## config.mk

```make
export PLATFORM = sky130hd
export DESIGN_NAME = uart_tx_fifo
export DESIGN_NICKNAME = d
export VERILOG_FILES = /design/src/rtl/uart_tx_fifo.sv
export SDC_FILE = /design/constraint.sdc
export NUM_CORES = 1
export LEC_CHECK = 0
export BUFFER_PORTS_ARGS = -buffer_cell sky130_fd_sc_hd__clkbuf_2
export CAP_MARGIN = 5
export CORE_AREA = 2 2 115 129
export DETAILED_ROUTE_END_ITERATION = 10
export DIE_AREA = 0 0 117 131
export GPL_ROUTABILITY_DRIVEN = 0
export GPL_TIMING_DRIVEN = 0
export PLACE_DENSITY_LB_ADDON = 0.12
export SYNTH_ARGS = -nofsm -noshare
export SYNTH_HDL_FRONTEND = slang
export SYNTH_SLANG_ARGS = --single-unit
```

## constraint.sdc

```tcl
create_clock -name clk -period 4.2 [get_ports clk]
set_input_delay 0.63 -clock clk [delete_from_list [all_inputs] [get_ports clk]]
set_output_delay 0.63 -clock clk [all_outputs]
set_load 0.005 [all_outputs]
```

## src/rtl/uart_tx_fifo.sv

```systemverilog
// Buffered UART transmitter: valid/ready input into a circular FIFO, frames
// serialised LSB-first with optional parity and 1 or 2 stop bits.
module uart_tx_fifo #(
    parameter int DATA_BITS   = 8,
    parameter int STOP_BITS   = 1,
    parameter int PARITY_MODE = 0,
    parameter int CLK_FREQ    = 50000000,
    parameter int BAUD_RATE   = 9600,
    parameter int FIFO_DEPTH  = 8
) (
    input  logic                              clk,
    input  logic                              reset,
    input  logic [DATA_BITS-1:0]              in_data,
    input  logic                              in_valid,
    output logic                              in_ready,
    output logic                              tx,
    output logic                              busy,
    output logic [$clog2(FIFO_DEPTH+1)-1:0]   fifo_count
);
    localparam int DIV   = CLK_FREQ / BAUD_RATE;
    localparam int DIV_W = (DIV > 2) ? $clog2(DIV) : 1;
    localparam int PTR_W = (FIFO_DEPTH > 1) ? $clog2(FIFO_DEPTH) : 1;
    localparam int CNT_W = $clog2(FIFO_DEPTH + 1);

    if (DATA_BITS < 5 || DATA_BITS > 9) begin : g_bad_data_bits
        $error("uart_tx_fifo: DATA_BITS must be 5..9");
    end
    if (STOP_BITS != 1 && STOP_BITS != 2) begin : g_bad_stop_bits
        $error("uart_tx_fifo: STOP_BITS must be 1 or 2");
    end
    if (PARITY_MODE < 0 || PARITY_MODE > 2) begin : g_bad_parity
        $error("uart_tx_fifo: PARITY_MODE must be 0, 1 or 2");
    end
    if (DIV < 2) begin : g_bad_div
        $error("uart_tx_fifo: CLK_FREQ / BAUD_RATE must be at least 2");
    end
    if (FIFO_DEPTH < 2 || (FIFO_DEPTH & (FIFO_DEPTH - 1)) != 0) begin : g_bad_depth
        $error("uart_tx_fifo: FIFO_DEPTH must be a power of two >= 2");
    end

    typedef enum logic [2:0] {IDLE, START, DATA, PARITY, STOP} state_t;

    state_t               state;
    logic [DATA_BITS-1:0] mem [FIFO_DEPTH];
    logic [PTR_W-1:0]     wr_ptr;
    logic [PTR_W-1:0]     rd_ptr;
    logic [DATA_BITS-1:0] head;
    logic [DATA_BITS-1:0] shift_reg;
    logic                 parity_bit;
    logic [DIV_W-1:0]     div_cnt;
    logic [3:0]           bit_idx;
    logic                 bit_end;
    logic                 push;
    logic                 pop;

    assign head     = mem[rd_ptr];
    assign in_ready = (fifo_count < CNT_W'(FIFO_DEPTH));
    assign busy     = (state != IDLE);
    assign bit_end  = (div_cnt == DIV_W'(DIV - 1));
    assign push     = in_valid && in_ready;
    // A pop either leaves IDLE or chains straight from the last stop cycle into START.
    assign pop      = (fifo_count != '0) &&
                      ((state == IDLE) ||
                       (state == STOP && bit_end && bit_idx == 4'(STOP_BITS - 1)));

    always_ff @(posedge clk) begin
        if (push) mem[wr_ptr] <= in_data;
    end

    always_ff @(posedge clk or posedge reset) begin
        if (reset) begin
            wr_ptr     <= '0;
            rd_ptr     <= '0;
            fifo_count <= '0;
        end else begin
            if (push) wr_ptr <= wr_ptr + 1'b1;
            if (pop)  rd_ptr <= rd_ptr + 1'b1;
            case ({push, pop})
                2'b10:   fifo_count <= fifo_count + 1'b1;
                2'b01:   fifo_count <= fifo_count - 1'b1;
                default: fifo_count <= fifo_count;
            endcase
        end
    end

    always_ff @(posedge clk or posedge reset) begin
        if (reset) begin
            state      <= IDLE;
            tx         <= 1'b1;
            div_cnt    <= '0;
            bit_idx    <= '0;
            shift_reg  <= '0;
            parity_bit <= 1'b0;
        end else if (pop) begin
            shift_reg  <= head;
            parity_bit <= (PARITY_MODE == 2) ? ~^head : ^head;
            state      <= START;
            tx         <= 1'b0;
            div_cnt    <= '0;
            bit_idx    <= '0;
        end else begin
            case (state)
                IDLE: begin
                    tx <= 1'b1;
                end
                START: begin
                    if (bit_end) begin
                        div_cnt <= '0;
                        state   <= DATA;
                        tx      <= shift_reg[0];
                    end else begin
                        div_cnt <= div_cnt + 1'b1;
                    end
                end
                DATA: begin
                    if (bit_end) begin
                        div_cnt <= '0;
                        if (bit_idx == 4'(DATA_BITS - 1)) begin
                            bit_idx <= '0;
                            if (PARITY_MODE != 0) begin
                                state <= PARITY;
                                tx    <= parity_bit;
                            end else begin
                                state <= STOP;
                                tx    <= 1'b1;
                            end
                        end else begin
                            bit_idx   <= bit_idx + 1'b1;
                            shift_reg <= shift_reg >> 1;
                            tx        <= shift_reg[1];
                        end
                    end else begin
                        div_cnt <= div_cnt + 1'b1;
                    end
                end
                PARITY: begin
                    if (bit_end) begin
                        div_cnt <= '0;
                        state   <= STOP;
                        tx      <= 1'b1;
                    end else begin
                        div_cnt <= div_cnt + 1'b1;
                    end
                end
                STOP: begin
                    if (bit_end) begin
                        div_cnt <= '0;
                        if (bit_idx == 4'(STOP_BITS - 1)) begin
                            bit_idx <= '0;
                            state   <= IDLE;
                            tx      <= 1'b1;
                        end else begin
                            bit_idx <= bit_idx + 1'b1;
                        end
                    end else begin
                        div_cnt <= div_cnt + 1'b1;
                    end
                end
                default: begin
                    state <= IDLE;
                    tx    <= 1'b1;
                end
            endcase
        end
    end
endmodule

```

==> results of run 1 <==
layout by cell type, fill, tap and decap left out, types with 10 or more instances in the layout:
cell,Yosys,routed
inv_1,17,16
edfxtp_1,64,64
nand2_1,10,10
nand3_1,25,25
clkbuf_1,12,13
dfrtp_1,38,38
nor2_1,14,14
o21ai_0,10,10
mux2_2,11,11
clkbuf_2,0,17
a21oi_1,15,15
mux4_2,16,16
cell families (layout without fill, tap and decap cells):
family                   Yosys count  after routing  share of synthesized area, %
AO/OA/AOI/OAI                     63             63                         9.254
multiplexers                      30             30                         10.65
AND/OR/NAND/NOR                   99             99                         11.95
flip-flops                       103            103                         60.06
adder cells (fa/ha/maj)            8              8                         2.074
XOR/XNOR                          14             14                         2.696
buffers and inverters             35             69                         3.318
how the worst min path moves through the flow:
stage / startpoint / endpoint / slack [ps] / depth (start not counted)
final: reset / wr_ptr[0] / 430 / 2
after CTS: reset / wr_ptr[0] / 460 / 2
after global placement: shift_reg[2] / shift_reg[1] / 510 / 2
after global routing: reset / fifo_count[3] / 510 / 2
after detailed placement: wr_ptr[0] / wr_ptr[0] / 510 / 1
after floorplan: shift_reg[6] / shift_reg[5] / 480 / 2
per-layer routing:
metal / wire length (um) / track usage [%] / up-vias
li1: - / - / 1426
met4: 162 / 4.429 / 0
met1: 4226 / 16.45 / 1466
met2: 5284 / 25.67 / 36
met5: 0 / 0 / -
met3: 289 / 4.244 / 11
through the flow:
stage	util [%]	cells	setup WS [ps]	hold slack (ps)
floorplan	-	352	1002	478.2
global placement	36.54	561	613.3	506.5
detailed placement	36.61	562	579.4	511.5
CTS	38.78	578	561.7	463.4
global route	38.78	578	299.8	514.9
finish	38.78	578	601.0	433.2
power by group through the flow:
stage          registers [mW]  logic, mW  clock network (mW)
6_report                 1.26      0.250               0.868
5_1_grt                  1.27      0.286               0.934
4_1_cts                  1.26      0.260               0.897
3_5_place_dp             1.28      0.259                   0
2_1_floorplan            1.26      0.170                   0
3_3_place_gp             1.27      0.252                   0
worst max-delay path, delay by kind of cell (launching register included):
kind | cells | cell delay [ps]
and+or+nand+nor | 3 | 810
AOI/OAI and AO/OA | 2 | 700
buffers and inverters | 4 | 630
adders and majority gates | 3 | 490
xor gates and xnor gates | 3 | 420
DFF | 1 | 420
synth_stat cells (6+ instances only):
cell,count
a21oi_1,15
clkbuf_1,12
dfrtp_1,38
edfxtp_1,64
ha_1,8
inv_1,17
mux2_2,11
mux4_2,16
nand2_1,10
nand2b_1,6
nand3_1,25
nor2_1,14
o21ai_0,10
o31ai_1,6
xor2_1,9
area by class of cell:
type,count,area [um2],share of cell area (%)
well taps,192,240.2,4.393
inverters,17,63.81,1.167
clock buffers,10,229.0,4.187
multi-input cells,214,1773,32.42
repair buffers,18,90.09,1.647
flip-flops and latches,103,2899,53.01
plain buffers,18,96.34,1.762
clock inverters,6,77.57,1.418
==> metrics.cfg, run 1 <==
[layout]
largest_reg_flops = 64
layout.nets = 400
fillers = 1348
layout-drive-gt1-share_pct = 19.69
area_growth_pct = 13.30
finalInstanceArea_um2 = 5469
diodes = 0

[critical_path]
slowest_stage = o41ai_4
end_kind = flip-flop
r2r_start = bit_idx[0]
worstPathCellList = inv_1 > ha_1 > or3b_2 > o41ai_4 > and2_1 > buf_6 > buf_12 > ha_1 > clkbuf_1 > xor2_1 > ha_1 > a21oi_1 > xor2_1 > nor2_1 > xor2_1
cp_slowest_stage_delay_ps = 560
worst-path-max-fanout = 11
crit_type = flip-flop to flip-flop
cp-start-kind = flip-flop
cp-startpoint = bit_idx[0]
worst-r2r-cell-count = 15
crit_end = fifo_count[2]
worstPathRequired_ps = 4440
rr_endpoint = fifo_count[2]
worst-r2r-setup-slack_ps = 600
cp_data_arrival_time_ps = 3830

[clock_network]
cts_setup_buffers = 0
cts_sinks = 103
cts_resized = 0
cts_inserted_buffers = 9
clockBufferDepth = 2
cts_tree = built
cts_root_buf = clkbuf_16
ctsHoldBuffers = 0
insertion_delay_ps = 350
cts_htree_levels = 3
clkTransAtPathRegs_ps = 70

[global_route]
grt_first_pass_wirelength_um = 15980
grt_max_degree = 40
antenna_found_initial = 0
grt.total_usage_pct = 14.33
grt_pass1_vias = 2952
grt_overflow = 0

[placement]
placed_cell_area_um2 = 5162
portBuffers = 17
dp_hpwl_um = 6661

[logic_synthesis]
async_reset_ff_share_pct = 37.86
ys_ff_latch = 103
mappedNetlistNets = 371
synth_edf_count = 64
syn_area_um2 = 4827
synthTopCellsByArea = edfxtp_1 40%, dfrtp_1 20%, mux4_2 7.5%
synth_warnings = 0
synth_top_area_cell = edfxtp_1
synth.avg_cell_area_um2 = 13.71
synth_cells = 352
ys.flop_type = edfxtp_1
synth.distinct_cells = 59
synth_top_area_share_pct = 39.81
synth_seq_area_share_pct = 60.06

[pwr]
peakVddDrop_v = 0.0003191
power.leakage_nw = 1.955
netSwitchingFraction_pct = 25.63
power_switching_uw = 609.4
clkPwrFrac_pct = 36.5
power_frac_seq_pct = 53.0
pwr-share-comb_pct = 10.5
p_int_mw = 1.769
p_per_area_nw_per_um2 = 434.8
finalPower_mw = 2.378

[run]
maxCapViolations = 0

[sta]
relSlewSlack_pct = 31.13
finalCriticalPeriod_ps = 3599
finClkSkew_ps = 6.871
rsz0062_at_grt = false
tns_ps = 0
tightest_slew_ps = 1025
post-route-period-util_pct = 85.69
timing_hold_violations_final = 0
slew_viol_final = 0
max_freq_mhz = 277.9
finalSetupViolCount = 0

[detailed_routing]
wirelength_um = 9963
vias = 2939
ant_nets = 0
post_drt_wl_per_cell_um = 17.24
drtIter0Drc = 217
dr.pass1.iters = 4
drc = 0
viasPerCell = 5.085

[floorplan]
chipWidth_um = 117
ios = 18
die_area_um2 = 15330
core_area_um2 = 14100
start_util_pct = 34.23
rows = 46
die_y_um = 131

[outcome]
status = complete, no violations

[min_path]
hold_class = input port to asynchronous set/reset pin

Power figures use the tool's default switching activity.
==> run 2, diff against run 1 <==
--- a/config.mk
+++ b/config.mk
@@ -13,6 +13,7 @@
 export GPL_ROUTABILITY_DRIVEN = 0
 export GPL_TIMING_DRIVEN = 0
 export PLACE_DENSITY_LB_ADDON = 0.12
+export RECOVER_POWER = 50
 export SYNTH_ARGS = -nofsm -noshare
 export SYNTH_HDL_FRONTEND = slang
 export SYNTH_SLANG_ARGS = --single-unit
==> run 2 against run 1 <==
Compared with the run above:
- the flow now finishes with violations (max-capacitance violations, max-slew violations)
- first-iteration DRC count grew 6.0%
- clock-buffer cell count is the same
- register-to-register slack is essentially flat
- non-clock buffer count is the same
- worst setup slack is essentially flat
- sequential power is essentially flat
- power is essentially flat
- critical path depth is the same
- clock power is essentially flat
- global-route usage is the same
- critical endpoint unchanged
- highest routed layer unchanged
==> metrics.cfg, run 2 (synthesis gave the netlist of run 1 again) <==
[outcome]
status = finished, violations left
violations = max-capacitance violations, max-slew violations

[global_route]
grt_max_degree = 40
grt_first_pass_wirelength_um = 15980
antenna_found_initial = 0
grt.total_usage_pct = 14.33
grt_overflow = 0
grt_pass1_vias = 2952

[critical_path]
crit_type = flip-flop to flip-flop
cp-start-kind = flip-flop
worstPathRequired_ps = 4440
worst-r2r-cell-count = 15
rr_endpoint = fifo_count[2]
end_kind = flip-flop
worst-r2r-setup-slack_ps = 600
r2r_start = bit_idx[0]
cp_data_arrival_time_ps = 3830
worst-path-max-fanout = 11

[detailed_routing]
drtIter0Drc = 230
viasPerCell = 5.081
dr.pass1.iters = 4
drc = 0
ant_nets = 0
vias = 2937
wirelength_um = 9963
post_drt_wl_per_cell_um = 17.24

[layout]
layout_commonest_cell = edfxtp_1
multiInputGateArea_um2 = 1773
final_cell_mix = 64 x edfxtp_1, 38 x dfrtp_1, 25 x nand3_1, 21 x clkbuf_1, 17 x inv_1
diodes = 0
largest_reg_flops = 64
regArea_um2 = 2899
post-route-util_pct = 38.71
layout.nets = 400
layout-drive-gt1-share_pct = 17.36
area_growth_pct = 13.09
fillers = 1355

[run]
maxCapViolations = 1

[floorplan]
die_y_um = 131
start_util_pct = 34.23
rows = 46
die_area_um2 = 15330
chipWidth_um = 117
ios = 18
core_area_um2 = 14100

[sta]
timing_hold_violations_final = 0
tns_ps = 0
finalSetupViolCount = 0
max_freq_mhz = 277.8
finClkSkew_ps = 6.603
rsz0062_at_grt = false
post-route-period-util_pct = 85.70
relSlewSlack_pct = -3.672
tightest_slew_ps = 1553
slew_viol_final = 40
finalCriticalPeriod_ps = 3600

[placement]
dp_hpwl_um = 6661
portBuffers = 17

[clock_network]
ctsHoldBuffers = 0
cts_setup_buffers = 0
clockBufferDepth = 2
cts_root_buf = clkbuf_16
cts_tree = built
insertion_delay_ps = 350
clkTransAtPathRegs_ps = 70
cts_sinks = 103
cts_inserted_buffers = 9
cts_htree_levels = 3
cts_resized = 0

[pwr]
peakVddDrop_v = 0.0003193
power.leakage_nw = 1.933
finalPower_mw = 2.377
p_per_area_nw_per_um2 = 435.4

[min_path]
hold_class = flip-flop to flip-flop
hp-start = wr_ptr[0]
hold_end = wr_ptr[0]
hold_depth = 1

run 2: changes by cell type in the layout (fill, tap and decap cells not counted):
cell      previous run  this run
clkbuf_2            17         9
inv_1               16        17
clkbuf_1            13        21
inv_2                1         0
run 2: layout make-up:
cell class,count,area share (%)
Sequential cell,103,53.11
Multi-Input combinational cell,214,32.48
Tap cell,192,4.401
Clock buffer,10,4.194
Buffer,18,1.765
Timing Repair Buffer,18,1.467
Clock inverter,6,1.421
Inverter,17,1.169
run 2: power by group:
part           internal [mW]  switching, mW  leakage [nW]
clock network          0.474          0.394         0.147
registers               1.18         0.0765          1.06
logic                  0.110          0.139         0.721
total                   1.77          0.609          1.93
run 2: critical path, cell delays in order (launching register included):
cell and delay [ps]:
dfrtp_1 420, inv_1 90, ha_1 160, or3b_2 520
o41ai_4 560, and2_1 220, buf_6 140, buf_12 150
ha_1 140, clkbuf_1 250, xor2_1 120, ha_1 190
a21oi_1 140, xor2_1 160, nor2_1 70, xor2_1 140
run 2: layer usage:
metal | up-vias | share of wire [%] | track usage [%]
li1 | 1426 | - | -
met1 | 1464 | 42 | 16.45
met2 | 36 | 53 | 25.67
met3 | 11 | 3.0 | 4.244
met4 | 0 | 1.6 | 4.429
met5 | - | 0 | 0
run 2: metrics by stage:
step	instances	hold WS, ps	worst slack [ps]	instance area, um2
2_1_floorplan	352	478.2	1002	4827
5_1_grt	578	546.7	299.8	5459
6_report	578	533.6	600.5	5459
3_3_place_gp	561	506.5	613.3	5152
3_5_place_dp	562	511.5	579.4	5162
4_1_cts	578	463.4	561.7	5469
run 2: worst max path at each step:
stage | depth (start not counted) | slack, ps | from | end
global route | 15 | 300 | bit_idx[0] | fifo_count[2]
global placement | 15 | 610 | bit_idx[0] | fifo_count[2]
CTS | 15 | 560 | bit_idx[0] | fifo_count[2]
floorplan | 15 | 1000 | bit_idx[0] | fifo_count[2]
detailed placement | 15 | 580 | bit_idx[0] | fifo_count[2]
finish | 15 | 600 | bit_idx[0] | fifo_count[2]
==> run 3, diff against run 2 <==
--- a/config.mk
+++ b/config.mk
@@ -12,6 +12,7 @@
 export DIE_AREA = 0 0 117 131
 export GPL_ROUTABILITY_DRIVEN = 0
 export GPL_TIMING_DRIVEN = 0
+export MAX_ROUTING_LAYER = met4
 export PLACE_DENSITY_LB_ADDON = 0.12
 export RECOVER_POWER = 50
 export SYNTH_ARGS = -nofsm -noshare
==> run 3 against run 2 <==
Compared with the run above:
- the run still ends with max-capacitance violations, max-slew violations left
- critical path depth did not move
- clock skew is 1.9 ps lower
- register-to-register slack barely moved
- via count rose by 0.48%
- global-route usage increased by 0.42 points
- non-clock buffer count did not move
- first-iteration DRC count is 3.0% lower
- power about the same
- utilization stayed put
- critical endpoint unchanged
==> metrics.cfg, run 3 (synthesis gave the netlist of run 1 again) <==
[outcome]
status = finished, violations left
violations = max-capacitance violations, max-slew violations

[clock_network]
cts_htree_levels = 3
ctsHoldBuffers = 0
cts_root_buf = clkbuf_16
cts_setup_buffers = 0
insertion_delay_ps = 350
clockBufferDepth = 2
cts_sinks = 103
cts_inserted_buffers = 9
cts_tree = built
clkTransAtPathRegs_ps = 70
cts_resized = 0

[layout]
layout.nets = 400
layout-drive-gt1-share_pct = 17.36
area_growth_pct = 13.09
post-route-util_pct = 38.71
final_cell_mix = 64 x edfxtp_1, 38 x dfrtp_1, 25 x nand3_1, 21 x clkbuf_1, 17 x inv_1
layout_commonest_cell = edfxtp_1
largest_reg_flops = 64
diodes = 0
fillers = 1355
layoutNonFillerInstCount = 578

[sta]
tns_ps = 0
finalCriticalPeriod_ps = 3596
worst_slack_ps = 603.6
timing_hold_violations_final = 0
post-route-period-util_pct = 85.63
tightest_slew_ps = 1542
fin_hold_ws_ps = 533.3
finClkSkew_ps = 4.743
max_freq_mhz = 278.1
relSlewSlack_pct = -2.930
finalSetupViolCount = 0
rsz0062_at_grt = false
slew_viol_final = 40

[pwr]
netSwitchingFraction_pct = 25.58
power_switching_uw = 607.7
pwr-share-comb_pct = 10.5
p_per_area_nw_per_um2 = 435.1
power.leakage_nw = 1.933
p_int_mw = 1.767
clkPwrFrac_pct = 36.5
power_frac_seq_pct = 53.0
peakVddDrop_v = 0.0003208

[floorplan]
start_util_pct = 34.23
rows = 46
ios = 18
die_y_um = 131
chipWidth_um = 117
die_area_um2 = 15330
core_area_um2 = 14100

[min_path]
hold_class = flip-flop to flip-flop

[detailed_routing]
drc = 0
ant_nets = 0
drtIter0Drc = 223
vias = 2951
dr.pass1.iters = 4
viasPerCell = 5.106
post_drt_wl_per_cell_um = 17.20
wirelength_um = 9944

[critical_path]
critPathTopFamily = simple AND/OR/NAND/NOR gates
path_buf_inv = 4
worstPathCellList = inv_1 > ha_1 > or3b_2 > o41ai_4 > and2_1 > buf_6 > buf_12 > ha_1 > clkbuf_1 > xor2_1 > ha_1 > a21oi_1 > xor2_1 > nor2_1 > xor2_1
slowest_stage = o41ai_4
crit_type = flip-flop to flip-flop
end_kind = flip-flop
cp_data_arrival_time_ps = 3830
cp-start-kind = flip-flop
worstPathRequired_ps = 4440
worst-path-max-fanout = 11
cp_slowest_stage_delay_ps = 560

[placement]
dp_hpwl_um = 6661
dp_slack_ps = 579.4
portBuffers = 17
dp.cells = 562

[global_route]
grt_first_pass_wirelength_um = 15970
grt.total_usage_pct = 14.75
grt_pass1_vias = 2947
antenna_found_initial = 0
grt_overflow = 0
grt_max_degree = 40

[run]
maxCapViolations = 1

## run 3: area by class of cell
type                            instances  area (um2)  share of cell area [%]
Clock buffer                           10       229.0                   4.194
Multi-Input combinational cell        214        1773                   32.48
Inverter                               17       63.81                   1.169
Sequential cell                       103        2899                   53.11
Clock inverter                          6       77.57                   1.421
Timing Repair Buffer                   18       80.08                   1.467
Buffer                                 18       96.34                   1.765
Tap cell                              192       240.2                   4.401
## run 3: path summary, 6_finish.rpt
| kind | start | to | slack (ps) | cells after the start |
|---|---|---|---|---|
| max | bit_idx[0] | fifo_count[2] | 600 | 15 |
| min | wr_ptr[0] | wr_ptr[0] | 530 | 1 |
| min reg2reg | wr_ptr[0] | wr_ptr[0] | 530 | 1 |
| max reg2reg | bit_idx[0] | fifo_count[2] | 600 | 15 |
| max in group asynchronous | reset | div_cnt[0] | 2580 | 2 |
| min in group asynchronous | reset | wr_ptr[0] | 720 | 2 |
## run 3: per-stage QoR
stage | power (mW) | cell area, um2
5_1_grt | 2.491 | 5459
6_report | 2.375 | 5459
2_1_floorplan | 1.430 | 4827
3_3_place_gp | 1.525 | 5152
3_5_place_dp | 1.540 | 5162
4_1_cts | 2.416 | 5469
## run 3: per-layer routing
metal	vias to the layer above	wire (um)	share of wire [%]	track usage (%)
li1	1426	-	-	-
met1	1475	4205	42	16.48
met2	38	5315	53	25.67
met3	12	255	2.6	4.151
met4	0	167	1.7	4.429
met5	-	0	0	-
## run 3: power by group through the flow
stage	clock, mW	combinational [mW]	sequential [mW]
after floorplan	0	0.170	1.26
after global placement	0	0.252	1.27
after detailed placement	0	0.259	1.28
after CTS	0.897	0.260	1.26
after global routing	0.933	0.285	1.27
final	0.866	0.249	1.26
